===== src/rtl/sort_req_scheduler_if.sv =====
// Bundle between the requester front-ends, the scheduler and the single shared byte sorter.
// master = scheduler side, slave = requesters plus sorter.
interface sort_req_scheduler_if #(
  parameter int unsigned NREQ = 4
);
  logic [NREQ-1:0]    req_valid;
  logic [NREQ*64-1:0] req_data;
  logic [NREQ-1:0]    req_ready;
  logic               srt_valid;
  logic [63:0]        srt_data;
  logic               res_valid;
  logic [63:0]        res_data;
  logic [NREQ-1:0]    rsp_valid;
  logic [NREQ-1:0]    rsp_ready;
  logic [63:0]        rsp_data;
  logic               rsp_err;

  modport master (
    input  req_valid, req_data, res_valid, res_data, rsp_ready,
    output req_ready, srt_valid, srt_data, rsp_valid, rsp_data, rsp_err
  );

  modport slave (
    output req_valid, req_data, res_valid, res_data, rsp_ready,
    input  req_ready, srt_valid, srt_data, rsp_valid, rsp_data, rsp_err
  );
endinterface


===== src/rtl/sort_req_scheduler.sv =====
// Round-robin scheduler sharing one 8-byte sorter between NREQ requesters.
// One frame in flight: accept, issue, wait (with timeout), respond to the owner.
module sort_req_scheduler #(
  parameter int unsigned NREQ    = 4,
  parameter int unsigned TIMEOUT = 16
) (
  input  logic                clk,
  input  logic                rst_n,
  sort_req_scheduler_if.master bus
);

  localparam int unsigned PW = (NREQ > 1) ? $clog2(NREQ) : 1;
  localparam int unsigned TW = (TIMEOUT > 1) ? $clog2(TIMEOUT) : 1;

  typedef enum logic [1:0] {StIdle, StIssue, StWait, StResp} state_e;

  state_e          state_q;
  logic [PW-1:0]   rr_ptr_q;
  logic [PW-1:0]   owner_q;
  logic [TW-1:0]   timer_q;
  logic            srt_valid_q;
  logic [63:0]     srt_data_q;
  logic [NREQ-1:0] rsp_valid_q;
  logic [63:0]     rsp_data_q;
  logic            rsp_err_q;

  logic            found;
  logic [PW-1:0]   winner;
  logic [PW-1:0]   cand;
  logic [PW-1:0]   ptr_nxt;
  logic [63:0]     win_frame;
  logic [NREQ-1:0] ready;
  logic [NREQ-1:0] owner_oh;
  int unsigned     idx;

  // First pending requester at or after rr_ptr, wrapping modulo NREQ.
  always_comb begin
    found  = 1'b0;
    winner = '0;
    idx    = 0;
    cand   = '0;
    for (int unsigned i = 0; i < NREQ; i++) begin
      idx  = (32'(rr_ptr_q) + i) % NREQ;
      cand = idx[PW-1:0];
      if (!found && bus.req_valid[cand]) begin
        found  = 1'b1;
        winner = cand;
      end
    end
  end

  always_comb begin
    win_frame = '0;
    owner_oh  = '0;
    for (int unsigned i = 0; i < NREQ; i++) begin
      if (winner == PW'(i)) win_frame = bus.req_data[64*i +: 64];
      if (owner_q == PW'(i)) owner_oh[i] = 1'b1;
    end
    ptr_nxt = (winner == PW'(NREQ - 1)) ? '0 : winner + 1'b1;
  end

  // Accept strobe is combinational; gated by reset so every output reads 0 while held.
  always_comb begin
    ready = '0;
    if (rst_n && state_q == StIdle && found) ready[winner] = 1'b1;
  end

  always_ff @(posedge clk or negedge rst_n) begin
    if (!rst_n) begin
      state_q     <= StIdle;
      rr_ptr_q    <= '0;
      owner_q     <= '0;
      timer_q     <= '0;
      srt_valid_q <= 1'b0;
      srt_data_q  <= '0;
      rsp_valid_q <= '0;
      rsp_data_q  <= '0;
      rsp_err_q   <= 1'b0;
    end else begin
      unique case (state_q)
        StIdle: begin
          if (found) begin
            srt_data_q  <= win_frame;
            owner_q     <= winner;
            rr_ptr_q    <= ptr_nxt;
            srt_valid_q <= 1'b1;
            state_q     <= StIssue;
          end
        end
        StIssue: begin
          srt_valid_q <= 1'b0;
          timer_q     <= '0;
          state_q     <= StWait;
        end
        StWait: begin
          // A result arriving on the last timer cycle still wins over the timeout.
          if (bus.res_valid) begin
            rsp_data_q  <= bus.res_data;
            rsp_err_q   <= 1'b0;
            rsp_valid_q <= owner_oh;
            state_q     <= StResp;
          end else if (timer_q == TW'(TIMEOUT - 1)) begin
            rsp_data_q  <= '0;
            rsp_err_q   <= 1'b1;
            rsp_valid_q <= owner_oh;
            state_q     <= StResp;
          end else begin
            timer_q <= timer_q + 1'b1;
          end
        end
        StResp: begin
          if (bus.rsp_ready[owner_q]) begin
            rsp_valid_q <= '0;
            state_q     <= StIdle;
          end
        end
        default: state_q <= StIdle;
      endcase
    end
  end

  assign bus.req_ready = ready;
  assign bus.srt_valid = srt_valid_q;
  assign bus.srt_data  = srt_data_q;
  assign bus.rsp_valid = rsp_valid_q;
  assign bus.rsp_data  = rsp_data_q;
  assign bus.rsp_err   = rsp_err_q;

endmodule


===== src/flat_wrapper.sv =====
// flat-port wrapper written by rule: the top's interface ports become plain ports
module sort_req_scheduler_flat 
#(
  parameter int unsigned NREQ    = 4,
  parameter int unsigned TIMEOUT = 16
)
  (clk, rst_n, bus_req_valid, bus_req_data, bus_res_valid, bus_res_data, bus_rsp_ready, bus_req_ready, bus_srt_valid, bus_srt_data, bus_rsp_valid, bus_rsp_data, bus_rsp_err);
  sort_req_scheduler_if #(.NREQ(NREQ)) bus_i ();
  input  logic clk;
  input  logic rst_n;
  input wire logic [$bits(bus_i.req_valid)-1:0] bus_req_valid;
  input wire logic [$bits(bus_i.req_data)-1:0] bus_req_data;
  input wire logic [$bits(bus_i.res_valid)-1:0] bus_res_valid;
  input wire logic [$bits(bus_i.res_data)-1:0] bus_res_data;
  input wire logic [$bits(bus_i.rsp_ready)-1:0] bus_rsp_ready;
  output wire logic [$bits(bus_i.req_ready)-1:0] bus_req_ready;
  output wire logic [$bits(bus_i.srt_valid)-1:0] bus_srt_valid;
  output wire logic [$bits(bus_i.srt_data)-1:0] bus_srt_data;
  output wire logic [$bits(bus_i.rsp_valid)-1:0] bus_rsp_valid;
  output wire logic [$bits(bus_i.rsp_data)-1:0] bus_rsp_data;
  output wire logic [$bits(bus_i.rsp_err)-1:0] bus_rsp_err;
  assign bus_i.req_valid = bus_req_valid;
  assign bus_i.req_data = bus_req_data;
  assign bus_i.res_valid = bus_res_valid;
  assign bus_i.res_data = bus_res_data;
  assign bus_i.rsp_ready = bus_rsp_ready;
  assign bus_req_ready = bus_i.req_ready;
  assign bus_srt_valid = bus_i.srt_valid;
  assign bus_srt_data = bus_i.srt_data;
  assign bus_rsp_valid = bus_i.rsp_valid;
  assign bus_rsp_data = bus_i.rsp_data;
  assign bus_rsp_err = bus_i.rsp_err;
  sort_req_scheduler #(.NREQ(NREQ), .TIMEOUT(TIMEOUT)) u_core (.clk(clk), .rst_n(rst_n), .bus(bus_i));
endmodule

===== config.mk =====
export PLATFORM = sky130hd
export DESIGN_NAME = sort_req_scheduler_flat
export DESIGN_NICKNAME = d
export VERILOG_FILES = /design/src/rtl/sort_req_scheduler_if.sv /design/src/rtl/sort_req_scheduler.sv /design/src/flat_wrapper.sv
export SDC_FILE = /design/constraint.sdc
export NUM_CORES = 1
export LEC_CHECK = 0
export CAP_MARGIN = 20
export CORE_AREA = 10 10 173 175
export CTS_CLUSTER_SIZE = 28
export DETAILED_ROUTE_END_ITERATION = 12
export DIE_AREA = 0 0 183 185
export PLACE_DENSITY = 0.67
export SYNTH_ARGS = -nofsm -noshare
export SYNTH_HDL_FRONTEND = slang
export SYNTH_SLANG_ARGS = --single-unit

===== constraint.sdc =====
create_clock -name clk -period 2.89 [get_ports clk]
set_input_delay 0.7225 -clock clk [delete_from_list [all_inputs] [get_ports clk]]
set_output_delay 0.7225 -clock clk [all_outputs]
set_load 0.01 [all_outputs]

Word level (Yosys, flattened, before mapping)
Index checks and enable logic that the tools add are counted.
{ "word_totals": {"inputBits": 331, "out_inout_bits": 138, "regBits": 144} }
{ "op_classes": {"n_reduce_logical": 22, "n_eq_ne": 15, "add_sub_neg": 5, "magnitude_cmp": 7, "mux": 48} }
{ "op_table": {"columns": ["cell", "n"], "rows": [
  ["$mux W64", 6],
  ["$mux W4", 6],
  ["$lt A2 B3 Y1 const B", 6],
  ["$mux W2", 9],
  ["$mux W1", 17],
  ["$pmux W4 S2", 2],
  ["$eq A2 B2 Y1 const B", 6],
  ["$bmux W1 S2", 5],
  ["$reduce_and A3 Y1", 3],
  ["$pmux W2 S4", 1],
  ["$reduce_bool A2 Y1", 4],
  ["$eq A2 B1 Y1 const B", 3],
  ["$logic_and A1 B1 Y1", 6],
  ["$logic_not A2 Y1", 3],
  ["$reduce_and A2 Y1", 3],
  ["$add A2 B1 Y2 const B", 2],
  ["$add A2 B2 Y2 const B", 2],
  ["$add A4 B1 Y4 const B", 1],
  ["$eq A4 B4 Y1 const B", 1],
  ["$ne A2 B1 Y1 const B", 2],
  ["$ne A2 B2 Y1 const B", 2],
  ["$logic_not A1 Y1", 3],
  ["$ne A3 B2 Y1 const B", 1],
  ["$demux W1 S2", 1],
  ["2 further kinds", 2]
]} }

Depth between registers and ports, before layout
{ "logic_depth": {"ltp_word": 17, "ltp_mapped": 11, "mapped_depth_nobuf": 9} }

Worst setup path after synthesis
No wires, ideal clock.
{ "synth_timing": {"kind": "input to output", "from": "input port bus_req_valid[2]", "to": "output port bus_req_ready[3]", "required_ns": 2.168, "arrival_ns": 2.346, "path_stages": 7, "path_slack_ns": -0.178, "n_path_buf": 2, "path_cell_list": "a22o_1 > a221o_1 > nor2_1 > ha_1 > clkbuf_1 > clkbuf_1 > and3_1"} }
{ "synth_between": {"elab_chain_cells": 17} }
{ "synth_lines": {"columns": ["item", "line", "rtl"], "rows": [
  ["start: declaration", "flat_wrapper.sv:11", "input wire logic [$bits(bus_i.req_valid)-1:0] bus_req_valid;"],
  ["$bmux W1 S2", "sort_req_scheduler.sv:45", "if (!found && bus.req_valid[cand]) begin"],
  ["$mux W1 (implied by the code)", "sort_req_scheduler.sv:45", null],
  ["$mux W1", "sort_req_scheduler.sv:45", null],
  ["$logic_not A1 Y1", "sort_req_scheduler.sv:45", null],
  ["$logic_and A1 B1 Y1", "sort_req_scheduler.sv:45", null],
  ["$mux W1", "sort_req_scheduler.sv:45", null],
  ["$logic_not A1 Y1", "sort_req_scheduler.sv:45", null],
  ["$logic_and A1 B1 Y1", "sort_req_scheduler.sv:45", null],
  ["(+2 left out)", null, null],
  ["$logic_and A1 B1 Y1", "sort_req_scheduler.sv:45", null],
  ["$mux W2 (*)", "sort_req_scheduler.sv:45", null],
  ["named net u_core.winner[0]", "sort_req_scheduler.sv:28", "logic [PW-1:0] winner;"],
  ["$lt A2 B3 Y1 (implied by the code) / $ge A2 B1 Y1 (equally long branches)", "sort_req_scheduler.sv:65", "if (rst_n && state_q == StIdle && found) ready[winner] = 1'b1;"],
  ["$logic_and A1 B1 Y1 (implied by the code)", "sort_req_scheduler.sv:65", null],
  ["$mux W1 (implied by the code)", "sort_req_scheduler.sv:65", null],
  ["$demux W1 S2 (*)", null, null],
  ["$mux W4 (*)", "sort_req_scheduler.sv:65", null],
  ["end: declaration", "flat_wrapper.sv:16", "output wire logic [$bits(bus_i.req_ready)-1:0] bus_req_ready;"]
]} }
The timed path passes the listed nets; every way through them passes the cells marked *. The select of a mux whose other input is x is not followed.

Worst setup path in the final report
{ "layout_timing": {"from": "input port bus_req_valid[2]", "to": "output port bus_req_ready[2]"} }
{ "layout_between": {"elab_chain_cells": 17} }
{ "layout_lines": {"columns": ["item", "line"], "rows": [
  ["$bmux W1 S2", "sort_req_scheduler.sv:45"],
  ["$mux W1 (implied by the code)", "sort_req_scheduler.sv:45"],
  ["$mux W1", "sort_req_scheduler.sv:45"],
  ["$logic_not A1 Y1", "sort_req_scheduler.sv:45"],
  ["$logic_and A1 B1 Y1", "sort_req_scheduler.sv:45"],
  ["$mux W1", "sort_req_scheduler.sv:45"],
  ["$logic_not A1 Y1", "sort_req_scheduler.sv:45"],
  ["$logic_and A1 B1 Y1", "sort_req_scheduler.sv:45"],
  ["$mux W1", "sort_req_scheduler.sv:45"],
  ["$logic_not A1 Y1", "sort_req_scheduler.sv:45"],
  ["$logic_and A1 B1 Y1", "sort_req_scheduler.sv:45"],
  ["$mux W2", "sort_req_scheduler.sv:45"],
  ["$lt A2 B3 Y1 (implied by the code) / $ge A2 B1 Y1 (equally long branches)", "sort_req_scheduler.sv:65"],
  ["$logic_and A1 B1 Y1 (implied by the code)", "sort_req_scheduler.sv:65"],
  ["$mux W1 (implied by the code)", "sort_req_scheduler.sv:65"],
  ["$demux W1 S2", null],
  ["$mux W4 (*)", "sort_req_scheduler.sv:65"]
]} }
Mark *: on every way between the ends. The rest lies on a longest branch, timed or not. The select of a mux whose other input is x is not followed.

==> results.sh <==
export IMPL_cts_buffers=17
export IMPL_hold_class="in2async"
export IMPL_r2r_start="u_core.rr_ptr_q[0]$_DFFE_PN0P_"
export IMPL_dr_total_vias=7855
export IMPL_r2r_cells=11
export IMPL_yosys_warnings=0
export IMPL_path_class="in2out"
export IMPL_tightest_slew_ns=0.714
export IMPL_synth_edf_count=0
export IMPL_ctsLongestPathBuffers=2
export IMPL_rows=60
export IMPL_seq_area_frac_synth=0.486
export IMPL_cp_start_kind="primary input"
export IMPL_cp_arrival_ns=2.10
export IMPL_fin_crit_sh=0.977
export IMPL_area_growth_pct=78.8
export IMPL_syn_inst=755
export IMPL_rrSetupSlack_ns=0.18
export IMPL_critPathMaxFanout=5
export IMPL_synthSimpleGateAreaFrac=0.0623
export IMPL_dpl_hpwl_um=28200
export IMPL_final_area_um2=13200
export IMPL_htree_levels=4
export IMPL_cts_root_buf="clkbuf_16"
export IMPL_relSlewSlack=0.524
export IMPL_synth_most_common_cell="dfrtp_1"
export IMPL_wire_per_inst_um=23.2
export IMPL_track_usage=0.201
export IMPL_die_area_um2=33900
export IMPL_die_y_um=185
export IMPL_hold_buffers=0
export IMPL_clock_sink_count=144
export IMPL_p_per_area_nw_per_um2=1050
export IMPL_grt_first_pass_wirelength_um=51900
export IMPL_final_nets=1552
export IMPL_status="finished, final reports clean"
export IMPL_ir_drop_uv=826
export IMPL_synth_top_area_cell="dfrtp_1"
export IMPL_port_buffers=468
export IMPL_grt_pass1_vias=7837
export IMPL_maxCapViolCount=0
export IMPL_finalClockSkew_ns=0.0166
export IMPL_syn_area_um2=7410
export IMPL_finalSetupViolations=0
export IMPL_post_drt_via_cell_ratio=5.01
export IMPL_synth_mux_area_frac=0.0117
export IMPL_clkTransAtPathRegs_ns=0.08
export IMPL_synth_top_family_by_area="compound AO/OA/AOI/OAI gates"
export IMPL_met2_length_um=19500
export IMPL_cts_tree="built"
export IMPL_synth_xor_area_frac=0.00118
export IMPL_dp_cells=1530
export IMPL_avgSynthCellArea_um2=9.81
export IMPL_post_dp_cell_area_um2=12600
export IMPL_synth_top_flop_cell="dfrtp_1"
export IMPL_finalHoldViolCount=0
export IMPL_start_util=0.279
export IMPL_nFillCells=2470
export IMPL_period_minus_slack_ns=2.82
export IMPL_synth_compound_area_frac=0.334
export IMPL_async_flop_share=1.00
export IMPL_cp_required_ns=2.17
export IMPL_drive_gt1_frac=0.0842
export IMPL_dr_wl_met3_um=2290
export IMPL_finalNonFillerCells=1567
export IMPL_top_layer="met4"
export IMPL_grt_overflow=0
export IMPL_grt_max_degree=129
export IMPL_dr_pass1_iters=5
export IMPL_finalMaxSlewViolations=0
export IMPL_ys_types=40
export IMPL_synth_seq_cells=144
export IMPL_clkLatencyLatePin_ns=0.42
export IMPL_synth_top_area_share=0.486
export IMPL_rsz0062_at_grt="yes"
export IMPL_power_total_uw=13900
export IMPL_end_kind="output pin"
export IMPL_wl_met1_um=13800
export IMPL_fmax_mhz=354
export IMPL_drc=0
export IMPL_ys_top_cells_by_count="dfrtp_1, a21oi_1, inv_1"
export IMPL_fp_coreArea_um2=26600
export IMPL_leakage_uw=0.00565
export IMPL_initialDrtViolationCount=587
export IMPL_die_width_um=183
export IMPL_syn_num_nets=1096
export IMPL_drt_total_wl_um=36300
export IMPL_synth_fa_ha_area_frac=0.0169
export IMPL_ios=469
export IMPL_drtAntennaViolNets=0
export IMPL_synth_area_leaders="dfrtp_1, a21oi_1, a221o_1"
export IMPL_antenna_found_initial=3
export IMPL_routabilityCongestion=0.874
export IMPL_r2r_end="u_core.bus.srt_data[34]$_DFFE_PN0P_"
==> timing repair <==
action | 4_1_cts | 5_1_grt
gates cloned | 0 | 1
gates resized for setup | 41 | 2
pin swaps | 5 | 2
endpoints found under the setup margin | 68 | 20
setup buffers | 2 | 0
==> routing by layer <==
layer  global-route usage  up-vias
li1                     -     3716
met1                0.224     3838
met2                0.370      268
met3               0.0472       33
met4               0.0603        0
met5                    0        -
==> cells in the final DEF (no fill, tap or decap), types with 17 or more instances in the layout <==
master	count
clkbuf_16	17
clkdlybuf4s50_1	459
nor2_1	67
a221o_1	65
inv_1	71
a21oi_1	132
a22oi_1	64
dfrtp_1	144
buf_4	32
a22o_1	65
==> worst max-delay path, cell delays in order <==
cell,delay [ns]
buf_2,0.12
buf_4,0.14
or4_4,0.49
buf_6,0.13
and2_4,0.16
and3_1,0.19
buf_6,0.13
==> worst max path at each step <==
| stage | endpoint | slack (ns) | from |
|---|---|---|---|
| after floorplan | bus_req_ready[3] | 0.01 | bus_req_valid[2] |
| after global placement | bus_req_ready[3] | -0.78 | bus_req_valid[3] |
| after detailed placement | bus_req_ready[3] | -0.79 | bus_req_valid[3] |
| after CTS | bus_req_ready[3] | 0.007 | bus_req_valid[1] |
| after global routing | bus_req_ready[0] | -0.03 | u_core.rr_ptr_q[0]$_DFFE_PN0P_ |
| final | bus_req_ready[2] | 0.07 | bus_req_valid[2] |
==> per-stage QoR <==
| step | setup WS [ns] | utilization | TNS, ns | hold slack (ns) |
|---|---|---|---|---|
| 3_3_place_gp | -0.775 | 0.473 | -37.33 | 0.488 |
| 3_5_place_dp | -0.786 | 0.473 | -41.55 | 0.490 |
| 2_1_floorplan | 0.00969 | - | 0 | 0.427 |
| 6_report | 0.0672 | 0.498 | 0 | 0.158 |
| 5_1_grt | -0.0259 | 0.498 | -0.0591 | 0.149 |
| 4_1_cts | 0.00719 | 0.498 | 0 | 0.147 |
==> cells by family after synthesis <==
logic type	Yosys count
compound gates	343
xor+xnor	1
fa+ha+maj	10
buf+inv	144
flops	144
mux	8
simple gates	105
==> flip-flops by register name (all words and copies together) (netlist names) <==
| signal | count |
|---|---|
| u_core.bus.rsp_err | 1 |
| u_core.bus.srt_data | 64 |
| u_core.timer_q | 4 |
| u_core.owner_q | 2 |
| u_core.bus.rsp_data | 64 |
| u_core.bus.rsp_valid | 4 |
| u_core.state_q | 2 |
| u_core.bus.srt_valid | 1 |
| u_core.rr_ptr_q | 2 |
==> where the power goes <==
part	switching [µW]	total [µW]	internal (µW)
clock network	1010	2420	1410
registers	600	3610	3010
logic	3800	7840	4030
total	5410	13900	8450
==> cell type report <==
| type | instances | area [µm²] | share of cell area |
|---|---|---|---|
| inverters | 71 | 267 | 0.0201 |
| well taps | 341 | 427 | 0.0322 |
| clock inverters | 15 | 215 | 0.0162 |
| repair buffers | 509 | 5070 | 0.383 |
| multi-input cells | 468 | 3230 | 0.244 |
| flip-flops and latches | 144 | 3600 | 0.272 |
| diodes | 2 | 5.00 | 0.000378 |
| clock buffers | 17 | 425 | 0.0321 |
No activity file was read; power rests on OpenSTA's default activity.
